===== config.mk =====
export PLATFORM = sky130hd
export DESIGN_NAME = pixbuf_arbiter
export DESIGN_NICKNAME = d
export VERILOG_FILES = /design/src/rtl/pixbuf_pkg.sv /design/src/rtl/pixbuf_fifo.sv /design/src/rtl/pixbuf_arbiter.sv
export SDC_FILE = /design/constraint.sdc
export NUM_CORES = 1
export LEC_CHECK = 0
export ABC_CLOCK_PERIOD_IN_PS = 3400
export CAP_MARGIN = 10
export CELL_PAD_IN_SITES_DETAIL_PLACEMENT = 1
export CELL_PAD_IN_SITES_GLOBAL_PLACEMENT = 1
export CORE_ASPECT_RATIO = 0.6
export CORE_MARGIN = 1
export CORE_UTILIZATION = 25
export DETAILED_ROUTE_END_ITERATION = 16
export PLACE_DENSITY = 0.55
export SLEW_MARGIN = 5
export SYNTH_ARGS = -nofsm -noshare
export SYNTH_HDL_FRONTEND = slang
export SYNTH_SLANG_ARGS = --single-unit

===== constraint.sdc =====
create_clock -name clock -period 3.4 [get_ports clock]
set_input_delay 0.51 -clock clock [delete_from_list [all_inputs] [get_ports clock]]
set_output_delay 0.51 -clock clock [all_outputs]
set_load 0.01 [all_outputs]

===== src/rtl/pixbuf_pkg.sv =====
// Shared definitions for the pixel buffer arbiter: default widths and the
// per-cycle RAM grant encoding.
package pixbuf_pkg;

    localparam int PIX_ADDR_W = 13;
    localparam int PIX_DATA_W = 5;

    typedef enum logic [1:0] {
        GNT_IDLE  = 2'd0,
        GNT_READ  = 2'd1,
        GNT_WRITE = 2'd2,
        GNT_FORCE = 2'd3
    } grant_e;

    function automatic logic is_write_grant(input grant_e g);
        return (g == GNT_WRITE) || (g == GNT_FORCE);
    endfunction

endpackage


===== src/rtl/pixbuf_fifo.sv =====
// Small synchronous FIFO with wrapping pointers. The head entry is always
// visible on o_head, and a push into an empty FIFO is not visible until the next cycle.
module pixbuf_fifo #(
    parameter int WIDTH = 18,
    parameter int DEPTH = 4
) (
    input  logic                    clock,
    input  logic                    reset,
    input  logic                    i_push,
    input  logic [WIDTH-1:0]        i_data,
    input  logic                    i_pop,
    output logic [WIDTH-1:0]        o_head,
    output logic                    o_full,
    output logic                    o_empty,
    output logic [$clog2(DEPTH):0]  o_level
);

    localparam int PTR_W = $clog2(DEPTH);
    localparam int LVL_W = PTR_W + 1;

    logic [WIDTH-1:0] r_mem [DEPTH];
    logic [PTR_W-1:0] r_wr_ptr;
    logic [PTR_W-1:0] r_rd_ptr;
    logic [LVL_W-1:0] r_level;
    logic             w_do_push;
    logic             w_do_pop;

    assign o_full    = (r_level == LVL_W'(DEPTH));
    assign o_empty   = (r_level == '0);
    assign o_level   = r_level;
    assign o_head    = r_mem[r_rd_ptr];
    assign w_do_push = i_push && !o_full;
    assign w_do_pop  = i_pop && !o_empty;

    // NOTE: storage carries no reset; the level and pointers alone decide what is valid.
    always_ff @(posedge clock) begin
        if (w_do_push) begin
            r_mem[r_wr_ptr] <= i_data;
        end
    end

    always_ff @(posedge clock or negedge reset) begin
        if (!reset) begin
            r_wr_ptr <= '0;
            r_rd_ptr <= '0;
            r_level  <= '0;
        end else begin
            if (w_do_push) begin
                r_wr_ptr <= r_wr_ptr + PTR_W'(1);
            end
            if (w_do_pop) begin
                r_rd_ptr <= r_rd_ptr + PTR_W'(1);
            end
            case ({w_do_push, w_do_pop})
                2'b10:   r_level <= r_level + LVL_W'(1);
                2'b01:   r_level <= r_level - LVL_W'(1);
                default: r_level <= r_level;
            endcase
        end
    end

endmodule


===== src/rtl/pixbuf_arbiter.sv =====
// Shares a single-port pixel RAM between the VGA reader (priority) and buffered
// PPU writes; a stall guard forces a write after MAX_STALL full-FIFO cycles.
module pixbuf_arbiter
    import pixbuf_pkg::*;
#(
    parameter int ADDR_W     = PIX_ADDR_W,
    parameter int DATA_W     = PIX_DATA_W,
    parameter int FIFO_DEPTH = 4,
    parameter int MAX_STALL  = 15
) (
    input  logic                         clock,
    input  logic                         reset,
    input  logic                         wr_valid,
    output logic                         wr_ready,
    input  logic [ADDR_W-1:0]            wr_addr,
    input  logic [DATA_W-1:0]            wr_data,
    input  logic                         rd_req,
    input  logic [ADDR_W-1:0]            rd_addr,
    output logic                         rd_valid,
    output logic [DATA_W-1:0]            rd_data,
    output logic                         rd_miss,
    output logic [ADDR_W-1:0]            ram_addr,
    output logic                         ram_we,
    output logic [DATA_W-1:0]            ram_wdata,
    input  logic [DATA_W-1:0]            ram_rdata,
    output logic [$clog2(FIFO_DEPTH):0]  fifo_level,
    output logic [7:0]                   miss_count
);

    localparam int ENTRY_W = ADDR_W + DATA_W;

    typedef struct packed {
        logic [ADDR_W-1:0] addr;
        logic [DATA_W-1:0] data;
    } wr_entry_t;

    wr_entry_t         w_head;
    logic              w_full;
    logic              w_empty;
    logic              w_push;
    logic              w_pop;
    grant_e            w_grant;

    logic [7:0]        r_stall_cnt;
    logic [7:0]        r_miss_count;
    logic              r_rd_valid;
    logic              r_rd_miss;
    logic [ADDR_W-1:0] r_last_addr;

    assign wr_ready   = !w_full;
    assign w_push     = wr_valid && wr_ready;
    assign rd_valid   = r_rd_valid;
    assign rd_miss    = r_rd_miss;
    assign rd_data    = r_rd_valid ? ram_rdata : '0;
    assign miss_count = r_miss_count;

    pixbuf_fifo #(
        .WIDTH (ENTRY_W),
        .DEPTH (FIFO_DEPTH)
    ) u_fifo (
        .clock   (clock),
        .reset   (reset),
        .i_push  (w_push),
        .i_data  ({wr_addr, wr_data}),
        .i_pop   (w_pop),
        .o_head  (w_head),
        .o_full  (w_full),
        .o_empty (w_empty),
        .o_level (fifo_level)
    );

    // Reset is sampled combinationally so no RAM access leaks out while it is held.
    always_comb begin
        w_grant = GNT_IDLE;
        if (!reset) begin
            w_grant = GNT_IDLE;
        end else if ((r_stall_cnt == 8'(MAX_STALL)) && !w_empty) begin
            w_grant = GNT_FORCE;
        end else if (rd_req) begin
            w_grant = GNT_READ;
        end else if (!w_empty) begin
            w_grant = GNT_WRITE;
        end
    end

    // NOTE: every output gets a default first so no path through the case infers a latch.
    always_comb begin
        ram_we    = 1'b0;
        ram_addr  = r_last_addr;
        ram_wdata = '0;
        w_pop     = 1'b0;
        case (w_grant)
            GNT_READ: begin
                ram_addr = rd_addr;
            end
            GNT_WRITE, GNT_FORCE: begin
                ram_we    = 1'b1;
                ram_addr  = w_head.addr;
                ram_wdata = w_head.data;
                w_pop     = 1'b1;
            end
            default: begin
                ram_addr = r_last_addr;
            end
        endcase
    end

    always_ff @(posedge clock or negedge reset) begin
        if (!reset) begin
            r_stall_cnt  <= '0;
            r_miss_count <= '0;
            r_rd_valid   <= 1'b0;
            r_rd_miss    <= 1'b0;
            r_last_addr  <= '0;
        end else begin
            r_last_addr <= ram_addr;
            r_rd_valid  <= (w_grant == GNT_READ);
            r_rd_miss   <= (w_grant == GNT_FORCE) && rd_req;

            if ((w_grant == GNT_FORCE) && rd_req && (r_miss_count != 8'hFF)) begin
                r_miss_count <= r_miss_count + 8'd1;
            end

            if (is_write_grant(w_grant) || !w_full) begin
                r_stall_cnt <= '0;
            end else if (r_stall_cnt != 8'(MAX_STALL)) begin
                r_stall_cnt <= r_stall_cnt + 8'd1;
            end
        end
    end

endmodule

# ---- After elaboration in Yosys (flattened, before gate mapping)
# Memories as Yosys holds them, arrays and structs flattened.
# Cells that the tools add are included.
dict set report classes {
  n_addsub 6
  n_eq_ne 9
  mux 13
  n_reduce_logical 14
}
# operator count
set ops {}
lappend ops {{case mux 13 bit (2 select lines)} 1}
lappend ops {{adder 8 x 1 -> 8 bit (second input constant)} 2}
lappend ops {{two-way mux 8 bit} 2}
lappend ops {{two-way mux 5 bit} 2}
lappend ops {{== test 8 x 4 -> 1 bit (second input constant)} 1}
lappend ops {{two-way mux 2 bit} 4}
lappend ops {{inequality test 8 x 4 -> 1 bit (second input constant)} 1}
lappend ops {{inequality test 8 bit (second input constant)} 1}
lappend ops {{== test 2 bit (second input constant)} 3}
lappend ops {{logical AND 1 bit} 6}
lappend ops {{case mux 3 bit (2 select lines)} 1}
lappend ops {{adder 2 x 1 -> 2 bit (second input constant)} 2}
lappend ops {{== test 2 x 1 -> 1 bit (second input constant)} 2}
lappend ops {{nonzero test 2 bit} 2}
lappend ops {{adder 3 x 1 -> 3 bit (second input constant)} 1}
lappend ops {{== test 3 bit (second input constant)} 1}
lappend ops {{zero test 3 bit} 1}
lappend ops {{two-way mux 1 bit} 3}
lappend ops {{subtractor 3 x 1 -> 3 bit (second input constant)} 1}
lappend ops {{zero test 1 bit} 2}
lappend ops {{logical OR 1 bit} 2}
lappend ops {{OR reduction 2 bit} 1}
dict set report totals {
  ff_bits 38
  ram_bits 72
  out_inout_bits 38
  word_cells 51
  memories 1
}
# memory words word_bits rd rd_clocked_by_memory_dff wr line
set memory_table {}
lappend memory_table {u_fifo.r_mem 4 18 1 0 1 pixbuf_fifo.sv:21} ;# logic [WIDTH-1:0] r_mem [DEPTH];

# ---- Logic depth before layout (Yosys ltp)
dict set report logic_depth {
  depth_word 11
  depth_mapped 11
  depth_no_buf 10
}

# ---- By module
# Synthesis repeated with hierarchy kept, for this count alone.
dict set report unflattened {
  cells_unflattened 270
  hier_area_um2 4546.9
}
# module n_inst cells_per_inst area_per_inst_um2 seq_area_each_um2
set modules_own_cells {}
lappend modules_own_cells {pixbuf_fifo 1 131 3037.9 2337.2}
lappend modules_own_cells {pixbuf_arbiter 1 139 1508.9 775.7}

# ---- Worst setup path before layout
# No wires, ideal clock.
dict set report synth_timing {
  path_type {flip-flop to flip-flop}
  start {register r_stall_cnt[5]}
  end {register u_fifo.r_level[2] (netlist: u_fifo.o_level[2])}
  setup_ns 0.079
  arrival_ns 2.386
  setup_slack_ns 0.935
  stages_incl_launch_ff 11
  path_buffers 1
  synth_period_minus_slack_ns 2.465
  path_cell_list {dfrtp_1 > or3_4 > or2_2 > clkbuf_2 > a21oi_1 > ha_1 > inv_1 > fa_1 > xor2_1 > nor2_1 > xor2_1}
}
dict set report synth_between {
  elab_chain_cells 10
  elab_cells_between_ends 13
  classes_between {eq/ne (5); mux (4); reduce/logical (4)}
}
# item line
set synth_lines {}
lappend synth_lines {{start: declaration} pixbuf_arbiter.sv:44} ;# logic [7:0] r_stall_cnt;
lappend synth_lines {{start signal: assignment} pixbuf_arbiter.sv:127} ;# r_stall_cnt <= r_stall_cnt + 8'd1;
lappend synth_lines {{== test 8 x 4 -> 1 bit (*)} pixbuf_arbiter.sv:77} ;# end else if ((r_stall_cnt == 8'(MAX_STALL)) && !w_empty) begin
lappend synth_lines {{logical AND 1 bit (*)} pixbuf_arbiter.sv:77}
lappend synth_lines {{two-way mux 2 bit (*)} pixbuf_arbiter.sv:77}
lappend synth_lines {{two-way mux 2 bit (*)} pixbuf_arbiter.sv:75} ;# if (!reset) begin
lappend synth_lines {{== test 2 bit} pixbuf_arbiter.sv:92} ;# case (w_grant)
lappend synth_lines {{OR reduction 2 bit (*)} pixbuf_arbiter.sv:92}
lappend synth_lines {{two-way mux 1 bit (*)} pixbuf_arbiter.sv:92}
lappend synth_lines {{logical AND 1 bit (*)} pixbuf_fifo.sv:33} ;# assign w_do_pop = i_pop && !o_empty;
lappend synth_lines {{net u_fifo.w_do_pop} pixbuf_fifo.sv:26} ;# logic w_do_pop;
lappend synth_lines {{== test 2 x 1 -> 1 bit / == test 2 bit (equally long branches)} pixbuf_fifo.sv:54} ;# case ({w_do_push, w_do_pop})
lappend synth_lines {{case mux 3 bit (2 select lines) / nonzero test 2 bit (equally long branches)} n/a}
lappend synth_lines {{end signal: assignment} pixbuf_fifo.sv:55} ;# 2'b10: r_level <= r_level + LVL_W'(1);
lappend synth_lines {{end signal: assignment} pixbuf_fifo.sv:56} ;# 2'b01: r_level <= r_level - LVL_W'(1);
lappend synth_lines {{end signal: assignment} pixbuf_fifo.sv:57} ;# default: r_level <= r_level;
lappend synth_lines {{end: declaration} pixbuf_fifo.sv:24} ;# logic [LVL_W-1:0] r_level;
# Mark *: on every way through the listed nets, which the timed path passes. The rest lies on a longest branch.
# A chain may end at the register's enable or synchronous reset.

# ---- Worst setup path in the final report
dict set report layout_timing {
  start {register r_stall_cnt[5]}
  end {output port ram_addr[3]}
}
dict set report layout_between {
  elab_chain_cells 7
  elab_cells_between_ends 9
  classes_between {eq/ne (4); mux (3); reduce/logical (2)}
}
# item line
set layout_lines {}
lappend layout_lines {{== test 8 x 4 -> 1 bit (*)} pixbuf_arbiter.sv:77}
lappend layout_lines {{logical AND 1 bit (*)} pixbuf_arbiter.sv:77}
lappend layout_lines {{two-way mux 2 bit (*)} pixbuf_arbiter.sv:77}
lappend layout_lines {{two-way mux 2 bit (*)} pixbuf_arbiter.sv:75}
lappend layout_lines {{== test 2 bit} pixbuf_arbiter.sv:92}
lappend layout_lines {{OR reduction 2 bit} pixbuf_arbiter.sv:92}
lappend layout_lines {{case mux 13 bit (2 select lines) (*)} pixbuf_arbiter.sv:92}
lappend layout_lines {{end: declaration} pixbuf_arbiter.sv:22} ;# output logic [ADDR_W-1:0] ram_addr,
# Mark *: on every way between the ends. The rest lies on a longest branch, timed or not.

==> impl_metrics.ini <==
[setup_path]
worstSetupEndpointType = primary output
r2r-end = u_fifo.o_level[2]
criticalPathCategory = flop to primary output
worstPathMaxFanout = 20
critical_path_arrival_ps = 2650
r2r_cells = 11
cp.required_ps = 2890
r2r_slack_ps = 640
critPathLaunchType = flop
r2r_start = r_stall_cnt[0]

[place]
dp_hpwl_mm = 7.58
place_congestion = 0.738
portBuffers = 77

[routing]
drt-total-wl_mm = 11.0
dr_wl_met2_mm = 4.67
first_iter_violations = 161
via_count = 2735
drc = 0
ant_nets = 0
highest_layer = met4
dr.pass1.iters = 4
viasPerCell = 4.45
wl_met1_mm = 5.51
wire_per_inst_um = 17.8
dr_wl_met3_um = 706

[synthesis]
netlist_area_um2 = 4530
syn_nets = 333
synthFlopType = edfxtp_1
synth-seq-cells = 110
synth-edff-count = 72
synth_cells = 285
syn_avg_cell_area_um2 = 15.9
async_flop_share_pct = 34.5
synth_cell_types = 40
ys_seq_area_share_pct = 68.8
synth_warnings = 0

[global_routing]
grt_usage_pct = 12.4
grt_max_degree = 21
grt-ovfl-total = 0
grt_pass1_vias = 2906
grt_pass1_wl_mm = 17.0
antenna_found_initial = 0

[min_path]
hp-class = primary input to asynchronous set/reset pin

[clocking]
ctsHoldBuffers = 0
htree_levels = 3
tritoncts = built
cts_inserted_buffers = 9
path_clk_slew_ps = 70
numClockSinks = 110
post-cts-setup-buffers = 0
cts_buffer_depth = 2
root_buffer = clkbuf_16
clock_latency_ps = 350

[timing]
setup_violations = 0
final.setup.tns_ps = 0
tightest_slew_ps = 642
slew_viol_final = 0
worst_clock_skew_ps = 11.3
max_slew_margin_pct = 57.1
period_minus_slack_ps = 3160
finalHoldViolCount = 0
finalCritPeriodShare_pct = 93.0
fmax_mhz = 316
rsz0062_at_grt = no

[cells_and_area]
nNetsFinal = 423
drive_gt1_share_pct = 15.5
antennaDiodeCount = 0
fillers = 1830
syn_to_final_growth_pct = 32.2
multi_input_area_um2 = 1360
seq_area_um2 = 3110

[floorplan]
rows = 37
start_util_pct = 26.0
die-area_um2 = 18700
dieWidth_um = 176
die_h_um = 106
core_um2 = 17400
top_level_ports = 78

[pwr]
power_mw = 4.16
powerDensity_nw_per_um2 = 696
leakage_nw = 2.21
vdd_drop_max_v = 0.000261

[run_status]
status = finished clean

[run]
max_cap_violations = 0
[state kept, by name (all words and copies together), names as in the netlist]
name             cells
miss_count           8
r_last_addr         13
u_fifo.r_rd_ptr      2
u_fifo.r_mem        72
u_fifo.o_level       3
rd_valid             1
u_fifo.r_wr_ptr      2
rd_miss              1
r_stall_cnt          8
[report_power, final]
group	switching, mW	total [mW]	internal (mW)	leakage, nW
registers	0.155	1.88	1.72	1.15
clock network	0.511	1.10	0.590	0.154
logic	0.563	1.18	0.621	0.905
[routing by layer]
layer,track usage (%),vias up
met2,17.8,77
met4,2.80,0
met1,18.4,1394
met3,3.54,6
met5,0,-
li1,-,1258
[how the worst max path moves through the flow]
stage	end	start	slack (ps)
after floorplan	u_fifo.o_level[2]	r_stall_cnt[5]	930
after global placement	ram_addr[0]	r_stall_cnt[5]	330
after detailed placement	ram_addr[3]	r_stall_cnt[5]	310
after CTS	ram_addr[0]	r_stall_cnt[0]	130
after global routing	ram_addr[10]	r_stall_cnt[0]	30
final	ram_addr[3]	r_stall_cnt[5]	240
[metrics by stage]
stage / util, % / hold slack (ps) / setup WS [ps] / cell area (um2) / std cells
detailed placement: 32.5 / 379 / 309 / 5650 / 598
finish: 34.4 / 9.03 / 238 / 5980 / 614
global placement: 32.5 / 380 / 333 / 5650 / 598
CTS: 34.3 / 2.31 / 135 / 5970 / 614
global route: 34.4 / 10.5 / 28.9 / 5980 / 614
floorplan: - / 214 / 935 / 4530 / 285
[worst max-delay path, cell delays in order, from the launching register on]
cell             delay, ps
dfrtp_1                420
or3_4                  450
o21ai_4                550
a32oi_1                190
nand2_1                150
clkdlybuf4s50_1        550
[cells in the mapped netlist (2+ instances only)]
cell type / n / area (um2)
mux4_2: 18 / 405
dfrtp_1: 38 / 951
a32oi_1: 7 / 61.3
mux2i_1: 2 / 20.0
and2_1: 8 / 50.1
nor2_1: 10 / 37.5
a21oi_1: 3 / 15.0
xor2_1: 6 / 52.6
nand3_1: 19 / 95.1
buf_2: 5 / 25.0
xnor2_1: 10 / 87.6
mux2_1: 2 / 22.5
ha_1: 7 / 87.6
and3_1: 12 / 75.1
nand2_1: 28 / 105
inv_1: 7 / 26.3
nand4_1: 6 / 37.5
edfxtp_1: 72 / 2160
clkbuf_1: 4 / 15.0
[cell usage in the layout (no fill, tap or decap), types with 7 or more instances in the layout]
cell,instances
clkdlybuf4s50_1,76
edfxtp_1,72
dfrtp_1,38
nand2_1,28
nand3_1,19
mux4_2,18
and3_1,12
buf_4,12
xnor2_1,10
nor2_1,10
clkbuf_16,9
and2_1,8
inv_1,7
a32oi_1,7
[area by class of cell]
class,count,share of cell area [%]
inverter,7,0.439
clock inverter,7,1.46
timing repair buffer,90,14.6
tap,234,4.89
sequential,110,52.0
clock buffer,9,3.76
multi-input combinational,157,22.8
[cells by family after synthesis]
kind of cell             count (synthesis)  share of synthesized area [%]
flip-flops                             110                           68.8
buffers and inverters                   18                           1.66
multiplexers                            23                           10.1
adder cells (fa/ha/maj)                  8                           2.38
AO/OA/AOI/OAI                           18                           3.18
XOR/XNOR                                16                           3.10
AND/OR/NAND/NOR                         92                           10.8
[repair_timing]
item                       CTS  global route
gates cloned                 0             0
setup endpoints to repair   16             7
gates resized for setup      1             2
Power figures use the tool's default switching activity.
